$ cat config.mk
export PLATFORM = sky130hd
export DESIGN_NAME = keyboard_tracker
export DESIGN_NICKNAME = d
export VERILOG_FILES = /design/src/rtl/keyboard_tracker.sv
export SDC_FILE = /design/constraint.sdc
export NUM_CORES = 1
export LEC_CHECK = 0
export ABC_CLOCK_PERIOD_IN_PS = 2800
export BUFFER_PORTS_ARGS = -buffer_cell sky130_fd_sc_hd__buf_2
export CORE_MARGIN = 4
export CORE_UTILIZATION = 60
export DETAILED_ROUTE_END_ITERATION = 16
export GPL_TIMING_DRIVEN = 1
export PLACE_DENSITY = 0.79
export SLEW_MARGIN = 20
export SYNTH_ARGS = -nofsm -noshare
export SYNTH_HDL_FRONTEND = slang
export SYNTH_SLANG_ARGS = --single-unit
$ cat constraint.sdc
create_clock -name clock -period 2.8 [get_ports clock]
set_input_delay 0.14 -clock clock [delete_from_list [all_inputs] [get_ports clock]]
set_output_delay 0.14 -clock clock [all_outputs]
set_load 0.1 [all_outputs]
$ cat src/rtl/keyboard_tracker.sv
// keyboard_tracker
//   Receive-only PS/2 keyboard decoder. It reports the state of ten keys
//   (W A S D, the four arrows, Space, Enter) from scan code set 2.
//
//   Parameters
//     PULSE_OR_HOLD   0 = hold mode: an output stays high while its key is down
//                     1 = pulse mode: one-cycle pulse per fresh press
//     TIMEOUT_CYCLES  PS2_CLK idle cycles after which a partial frame is dropped
//
//   Ports
//     clock           system clock, rising edge
//     reset           asynchronous, active-low
//     PS2_CLK         PS/2 clock line, never driven (always high-impedance)
//     PS2_DAT         PS/2 data line, never driven (always high-impedance)
//     w a s d         letter key outputs
//     left right up down  arrow key outputs
//     space enter     Space, and Enter (main or keypad)
//
//   Build option
//     KEYBOARD_TRACKER_PARITY_CHECK_EN  when defined, a frame must also have
//     odd parity and stop = 1. Otherwise only the start bit is checked.
module keyboard_tracker #(
   parameter int PULSE_OR_HOLD  = 0,
   parameter int TIMEOUT_CYCLES = 50000
) (
   input  logic clock,
   input  logic reset,
   inout  wire  PS2_CLK,
   inout  wire  PS2_DAT,
   output logic w,
   output logic a,
   output logic s,
   output logic d,
   output logic left,
   output logic right,
   output logic up,
   output logic down,
   output logic space,
   output logic enter
);

   localparam int TW = $clog2(TIMEOUT_CYCLES + 1);

   assign PS2_CLK = 1'bz;
   assign PS2_DAT = 1'bz;

   // clk_sync[1:0] is the two-flop synchroniser; clk_sync[2] holds the
   // previous synchronised value for falling-edge detection.
   logic [2:0]    clk_sync;
   logic [1:0]    dat_sync;
   logic [9:0]    shift_reg;
   logic [3:0]    bit_cnt;
   logic [TW-1:0] tmo_cnt;
   logic          ext_flag;
   logic          brk_flag;
   logic [9:0]    held;
   logic [9:0]    pulse_q;
   logic [9:0]    key_sel;
   logic [9:0]    keys;

   logic          ps2_fall;
   logic          ps2_dat;
   logic [10:0]   frame;
   logic [7:0]    data;
   logic          frame_done;
   logic          frame_ok;

   assign ps2_fall   = clk_sync[2] & ~clk_sync[1];
   assign ps2_dat    = dat_sync[1];
   // Bit 0 is the start bit, once the incoming bit is appended as bit 10.
   assign frame      = {ps2_dat, shift_reg};
   assign data       = frame[8:1];
   assign frame_done = ps2_fall & (bit_cnt == 4'd10);

`ifdef KEYBOARD_TRACKER_PARITY_CHECK_EN
   assign frame_ok = ~frame[0] & frame[10] & (^frame[9:1]);
`else
   logic unused_par_stop;
   assign unused_par_stop = ^frame[10:9];
   assign frame_ok = ~frame[0];
`endif

   always_ff @(posedge clock or negedge reset) begin
      if (!reset) begin
         clk_sync <= '0;
         dat_sync <= '0;
      end else begin
         clk_sync <= {clk_sync[1:0], PS2_CLK};
         dat_sync <= {dat_sync[0], PS2_DAT};
      end
   end

   // Frame assembly. The timeout down-counter reloads on every falling edge.
   // It only runs while a frame is partly received.
   always_ff @(posedge clock or negedge reset) begin
      if (!reset) begin
         shift_reg <= '0;
         bit_cnt   <= '0;
         tmo_cnt   <= '0;
      end else if (ps2_fall) begin
         shift_reg <= {ps2_dat, shift_reg[9:1]};
         bit_cnt   <= (bit_cnt == 4'd10) ? 4'd0 : bit_cnt + 4'd1;
         tmo_cnt   <= TW'(TIMEOUT_CYCLES - 1);
      end else if (bit_cnt != 4'd0) begin
         if (tmo_cnt == '0)
            bit_cnt <= '0;
         else
            tmo_cnt <= tmo_cnt - 1'b1;
      end
   end

   // key bit order: 0 w, 1 a, 2 s, 3 d, 4 left, 5 right, 6 up, 7 down, 8 space, 9 enter
   always_comb begin
      key_sel = '0;
      case ({ext_flag, data})
         9'h01D: key_sel[0] = 1'b1;
         9'h01C: key_sel[1] = 1'b1;
         9'h01B: key_sel[2] = 1'b1;
         9'h023: key_sel[3] = 1'b1;
         9'h029: key_sel[8] = 1'b1;
         9'h05A: key_sel[9] = 1'b1;
         9'h16B: key_sel[4] = 1'b1;
         9'h174: key_sel[5] = 1'b1;
         9'h175: key_sel[6] = 1'b1;
         9'h172: key_sel[7] = 1'b1;
         9'h15A: key_sel[9] = 1'b1;
         default: key_sel = '0;
      endcase
   end

   always_ff @(posedge clock or negedge reset) begin
      if (!reset) begin
         ext_flag <= 1'b0;
         brk_flag <= 1'b0;
         held     <= '0;
         pulse_q  <= '0;
      end else begin
         pulse_q <= '0;
         if (frame_done && frame_ok) begin
            if (data == 8'hE0) begin
               ext_flag <= 1'b1;
            end else if (data == 8'hF0) begin
               brk_flag <= 1'b1;
            end else begin
               ext_flag <= 1'b0;
               brk_flag <= 1'b0;
               if (brk_flag) begin
                  held <= held & ~key_sel;
               end else begin
                  held    <= held | key_sel;
                  // A typematic repeat finds its held bit already set, so it does not pulse.
                  pulse_q <= key_sel & ~held;
               end
            end
         end
      end
   end

   assign keys  = (PULSE_OR_HOLD != 0) ? pulse_q : held;

   assign w     = keys[0];
   assign a     = keys[1];
   assign s     = keys[2];
   assign d     = keys[3];
   assign left  = keys[4];
   assign right = keys[5];
   assign up    = keys[6];
   assign down  = keys[7];
   assign space = keys[8];
   assign enter = keys[9];

endmodule

# ---- After elaboration in Yosys (flattened, before gate mapping)
# Index checks and enable logic that the tools add are counted.
dict set report word_totals {
  inputBits 2
  register_bits 47
  output_inout_bits 12
  elab_cells 67
}
dict set report op_classes {
  n_eq_ne 16
  n_addsub 2
  bitwise_logic 9
  n_mux 21
  reduce_logical 11
}
# cell n
set ops {}
lappend ops {{$mux 16} 3}
lappend ops {{$eq 9x9->1 const B} 5}
lappend ops {{$eq 9x5->1 const B} 3}
lappend ops {{$eq 9x6->1 const B} 2}
lappend ops {{$eq 8x8->1 const B} 2}
lappend ops {{$logic_not 16->1} 1}
lappend ops {{$mux 4} 4}
lappend ops {{$sub 16x1->16 const B} 1}
lappend ops {{$mux 1} 13}
lappend ops {{$and 10x10->10} 1}
lappend ops {{$mux 10} 1}
lappend ops {{$not 10->10} 1}
lappend ops {{$or 10x10->10} 1}
lappend ops {{$eq 9x7->1 const B} 1}
lappend ops {{$reduce_and 2->1} 4}
lappend ops {{$add 4x1->4 const B} 1}
lappend ops {{$eq 4x4->1 const B} 1}
lappend ops {{$ne 2x2->1 const B} 2}
lappend ops {{$not 1->1} 4}
lappend ops {{$reduce_bool 2->1} 2}
lappend ops {{$reduce_bool 4->1} 1}
lappend ops {{$reduce_and 3->1} 1}
lappend ops {{$and 1x1->1} 2}
lappend ops {{$reduce_or 2->1} 1}
lappend ops {{$logic_and 1x1->1} 1}

# ---- Depth between registers and ports, before layout
dict set report logic_depth {
  ltp_word 6
  mapped_depth 7
  depth_no_buf 6
}

# ---- Worst setup path before layout
# Ideal clock, no wire load.
dict set report synth_timing {
  path_kind {reg2reg}
  from {register tmo_cnt[0]}
  to {register tmo_cnt[6]}
  required_time_ps 2668
  n_path_buf 0
  path_slack_ps 798
  arrival_time_ps 1870
  setup_ps 132
  synth_period_minus_slack_ps 2002
  path_stages_with_launch 7
  cell_sequence {dfrtp_1 > inv_1 > ha_1 > or4b_4 > or3_1 > o21ai_1 > or3b_1}
}
dict set report synth_between {
  elab_chain_cells 4
  word_cells_on_any_way 7
  cone_classes {add/sub (1); eq/ne (1); mux (3); reduce/logical (2)}
}
# element line
set synth_rtl {}
lappend synth_rtl {{start, declared} 53} ;# logic [TW-1:0] tmo_cnt;
lappend synth_rtl {{start signal, assigned} 103} ;# tmo_cnt <= TW'(TIMEOUT_CYCLES - 1);
lappend synth_rtl {{start signal, assigned} 108} ;# tmo_cnt <= tmo_cnt - 1'b1;
lappend synth_rtl {{$sub 16x1->16} 108}
lappend synth_rtl {{$mux 16} 105} ;# if (tmo_cnt == '0)
lappend synth_rtl {{$mux 16} 104} ;# end else if (bit_cnt != 4'd0) begin
lappend synth_rtl {{$mux 16} 100} ;# end else if (ps2_fall) begin
# Parallel ways exist; a longest one is shown, timed or not. The select of a mux whose other input is x is not followed.
# A chain may end at the register's enable or synchronous reset.

# ---- Worst setup path in the final report
# Ends and elaborated chain as after synthesis.

==> flow_metrics.env <==
export IMPL_route_met2_wl_um=2130
export IMPL_final_cell_area_sq_um=2520
export IMPL_antenna_cells_inserted=0
export IMPL_netlist_area_leader_share_pct=48.9
export IMPL_critical_path_max_fanout=5
export IMPL_avgSynthCellArea_sq_um=9.68
export IMPL_fp_dieArea_sq_um=4900
export IMPL_grt_first_pass_wirelength_um=8120
export IMPL_final_max_slew_viol_count=0
export IMPL_flop_pwr_share_pct=54.8
export IMPL_seq_area_frac_synth_pct=48.9
export IMPL_placeableCoreArea_sq_um=3690
export IMPL_power_leakage_nw=1.11
export IMPL_compound_cell_area_share_of_the_yosys_netlist_pct=14.2
export IMPL_finalSetupViolCount=0
export IMPL_numClockSinks=45
export IMPL_r2r_worst_path_cells=6
export IMPL_share_clk_of_total_power_pct=28.8
export IMPL_finish_net_count=258
export IMPL_maxCapViolations=0
export IMPL_vias_per_cell=6.15
export IMPL_clkTransAtPathRegs_ps=80
export IMPL_synthXorXnorAreaFrac_pct=0.380
export IMPL_drt_iter0_markers=156
export IMPL_buffer_ports_inserted=11
export IMPL_power_frac_comb_pct=16.3
export IMPL_maximum_clock_insertion_buffer_count=2
export IMPL_hold_viol_final=0
export IMPL_rsz0062_at_grt="no"
export IMPL_run_status="finished clean"
export IMPL_deepest_level_of_the_cts_h_tree=2
export IMPL_relSlewSlack_pct=55.9
export IMPL_cts_buffers=5
export IMPL_dieWidth_um=70.0
export IMPL_setup_worst_path_end_class="flop"
export IMPL_synth_adder_area_share_pct=2.17
export IMPL_wirelength_um=4600
export IMPL_number_of_antenna_violations_at_the_first_check_in_global_routing=0
export IMPL_sw_frac_of_total_pct=30.2
export IMPL_synth_enable_flop_cells=0
export IMPL_routed_top_layer="met4"
export IMPL_top_cells_by_area_in_the_synthesized_netlist="dfrtp_1, nand2_1, o21ai_0, o31ai_1, nand3_1"
export IMPL_initial_utilization_pct=62.5
export IMPL_fin_tns_setup_ps=0
export IMPL_total_switching_power_mw=0.434
export IMPL_fin_worst_skew_ps=5.56
export IMPL_power_density_nw_per_um2=569
export IMPL_period_needed_ps=2140
export IMPL_post_dp_cell_area_sq_um=2400
export IMPL_place_detailed_hpwl_um=3180
export IMPL_drt_met1_wl_um=2260
export IMPL_drt_drc_violations_left=0
export IMPL_ys_async_sr_fraction_pct=100
export IMPL_r2r_setup_slack_ps=660
export IMPL_vias=1852
export IMPL_place_congestion=0.824
export IMPL_timing_fmax_ghz=0.468
export IMPL_yosys_area_top_type="dfrtp_1"
export IMPL_layout_core_utilization_pct=68.4
export IMPL_post_synth_and_or_nand_nor_area_fraction_pct=27.6
export IMPL_yosysUniqueCellTypes=48
export IMPL_insertion_delay_ps=300
export IMPL_wl_per_cell_um=15.3
export IMPL_antenna_violating_nets_post_route=0
export IMPL_report_power_total_mw=1.43
export IMPL_grt_total_ovfl=0
export IMPL_die_h_um=70.0
export IMPL_grt_start_max_net_pins=46
export IMPL_synth_ff_type="dfrtp_1"
export IMPL_ir_drop_mv=0.452
export IMPL_cts_tree="yes"
export IMPL_internal_power_mw=1.00
export IMPL_dr_pass1_iters=4
export IMPL_clockRootBuffer="clkbuf_8"
export IMPL_ys_seq_elements=45
export IMPL_final_layout_size_suffix_gt1_share_pct=12.3
export IMPL_ios=14
export IMPL_area_growth_syn_to_layout_pct=9.50
export IMPL_final_min_period_over_clock_period_pct=76.3
export IMPL_synth_area_mux_share_pct=2.66
export IMPL_groute_usage_overall_pct=20.2
export IMPL_mappedNetlistArea_sq_um=2300
export IMPL_grt_pass1_vias=1817
export IMPL_yosys_warnings=0
export IMPL_critical_path_class="reg -> reg"
export IMPL_transition_time_at_the_pin_with_the_least_slew_margin_ps=655
export IMPL_syn_inst=238
export IMPL_synth_top_family_by_area="simple AND/OR/NAND/NOR gates"
export IMPL_floorplan_rows=22
export IMPL_critical_path_startpoint_type="flop"
export IMPL_worst_min_path_class="in -> async"
export IMPL_fill_cells=301
export IMPL_cp_required_ps=2980
export IMPL_worst_ep_arrival_time_ps=2310
export IMPL_met3_wirelength_um=177
logic make-up after synthesis:
family,after synthesis
AOI/OAI and AO/OA,50
xor gates and xnor gates,1
adders and majority gates,4
buffers and inverters,22
DFF,45
muxes,6
other,1
and+or+nand+nor,109
through the flow:
step	worst slack, ps	cells	hold WS [ps]
after floorplan	798	240	-156
after global placement	752	291	336
after detailed placement	665	291	340
after CTS	672	299	26.8
after global routing	498	301	338
final	665	301	301
metal layers:
metal	global-route usage, %	vias up
met5	0	-
met2	31.5	35
met4	6.60	0
li1	-	916
met3	4.17	4
met1	28.1	897
what timing repair did:
| item | CTS | global route |
|---|---|---|
| gates resized for setup | 0 | 0 |
| buffers inserted | 0 | 0 |
| hold endpoints to repair | 0 | 16 |
| hold buffers | 0 | 1 |
Yosys cell counts (all sizes together), types with 3 or more instances:
| library cell | n |
|---|---|
| nor2b | 4 |
| nand4 | 7 |
| o41ai | 5 |
| nor4b | 3 |
| nand2 | 30 |
| or3 | 5 |
| mux2i | 5 |
| nand3 | 11 |
| nand2b | 3 |
| clkbuf | 8 |
| nor2 | 9 |
| o21ai | 15 |
| nor4 | 4 |
| a31oi | 4 |
| inv | 12 |
| a21oi | 8 |
| dfrtp | 45 |
| nor3 | 8 |
| ha | 4 |
| and3 | 3 |
| and4 | 4 |
| o31ai | 9 |
| nor3b | 3 |
| or4 | 6 |
power by group through the flow:
stage / Clock (mW) / Combinational (mW) / Sequential (mW)
2_1_floorplan: 0 / 0.182 / 0.775
3_3_place_gp: 0 / 0.224 / 0.789
3_5_place_dp: 0 / 0.229 / 0.794
4_1_cts: 0.427 / 0.231 / 0.781
5_1_grt: 0.461 / 0.266 / 0.794
6_report: 0.414 / 0.234 / 0.787
area by class of cell:
type	instances	area [sq um]	area share (%)
clock buffer	6	82.6	3.27
clock inverter	2	13.8	0.545
inverter	12	45.0	1.78
multi-input combinational	173	1100	43.4
sequential	45	1130	44.6
tap	48	60.1	2.38
timing repair buffer	15	100	3.97
layout by cell type, fill, tap and decap left out, drive strengths merged, types with 5 or more instances in the layout:
cell type  synthesis  final
o21ai             15     15
nor2               9      9
a21oi              8      8
dfrtp             45     45
nand3             11     11
nand4              7      7
mux2i              5      5
clkbuf             8      6
o31ai              9      9
nand2             30     30
o41ai              5      5
or3                5      5
buf                2     14
or4                6      6
inv               12     12
nor3               8      8
critical path: stages (launching register included):
cell	delay (ps)
dfrtp_1	420
inv_1	90
ha_1	210
or4b_4	500
or3_1	350
o21ai_1	130
or3b_1	340
path summary, 6_finish.rpt:
path,startpoint,end
min in group clock,dat_sync[0],clk_sync[1]
hold reg to reg,dat_sync[0],clk_sync[1]
max in group asynchronous,reset,bit_cnt[1]
setup / recovery,tmo_cnt[0],tmo_cnt[6]
hold / removal,reset,tmo_cnt[12]
setup reg to reg,tmo_cnt[0],tmo_cnt[6]
Power figures use the tool's default switching activity.
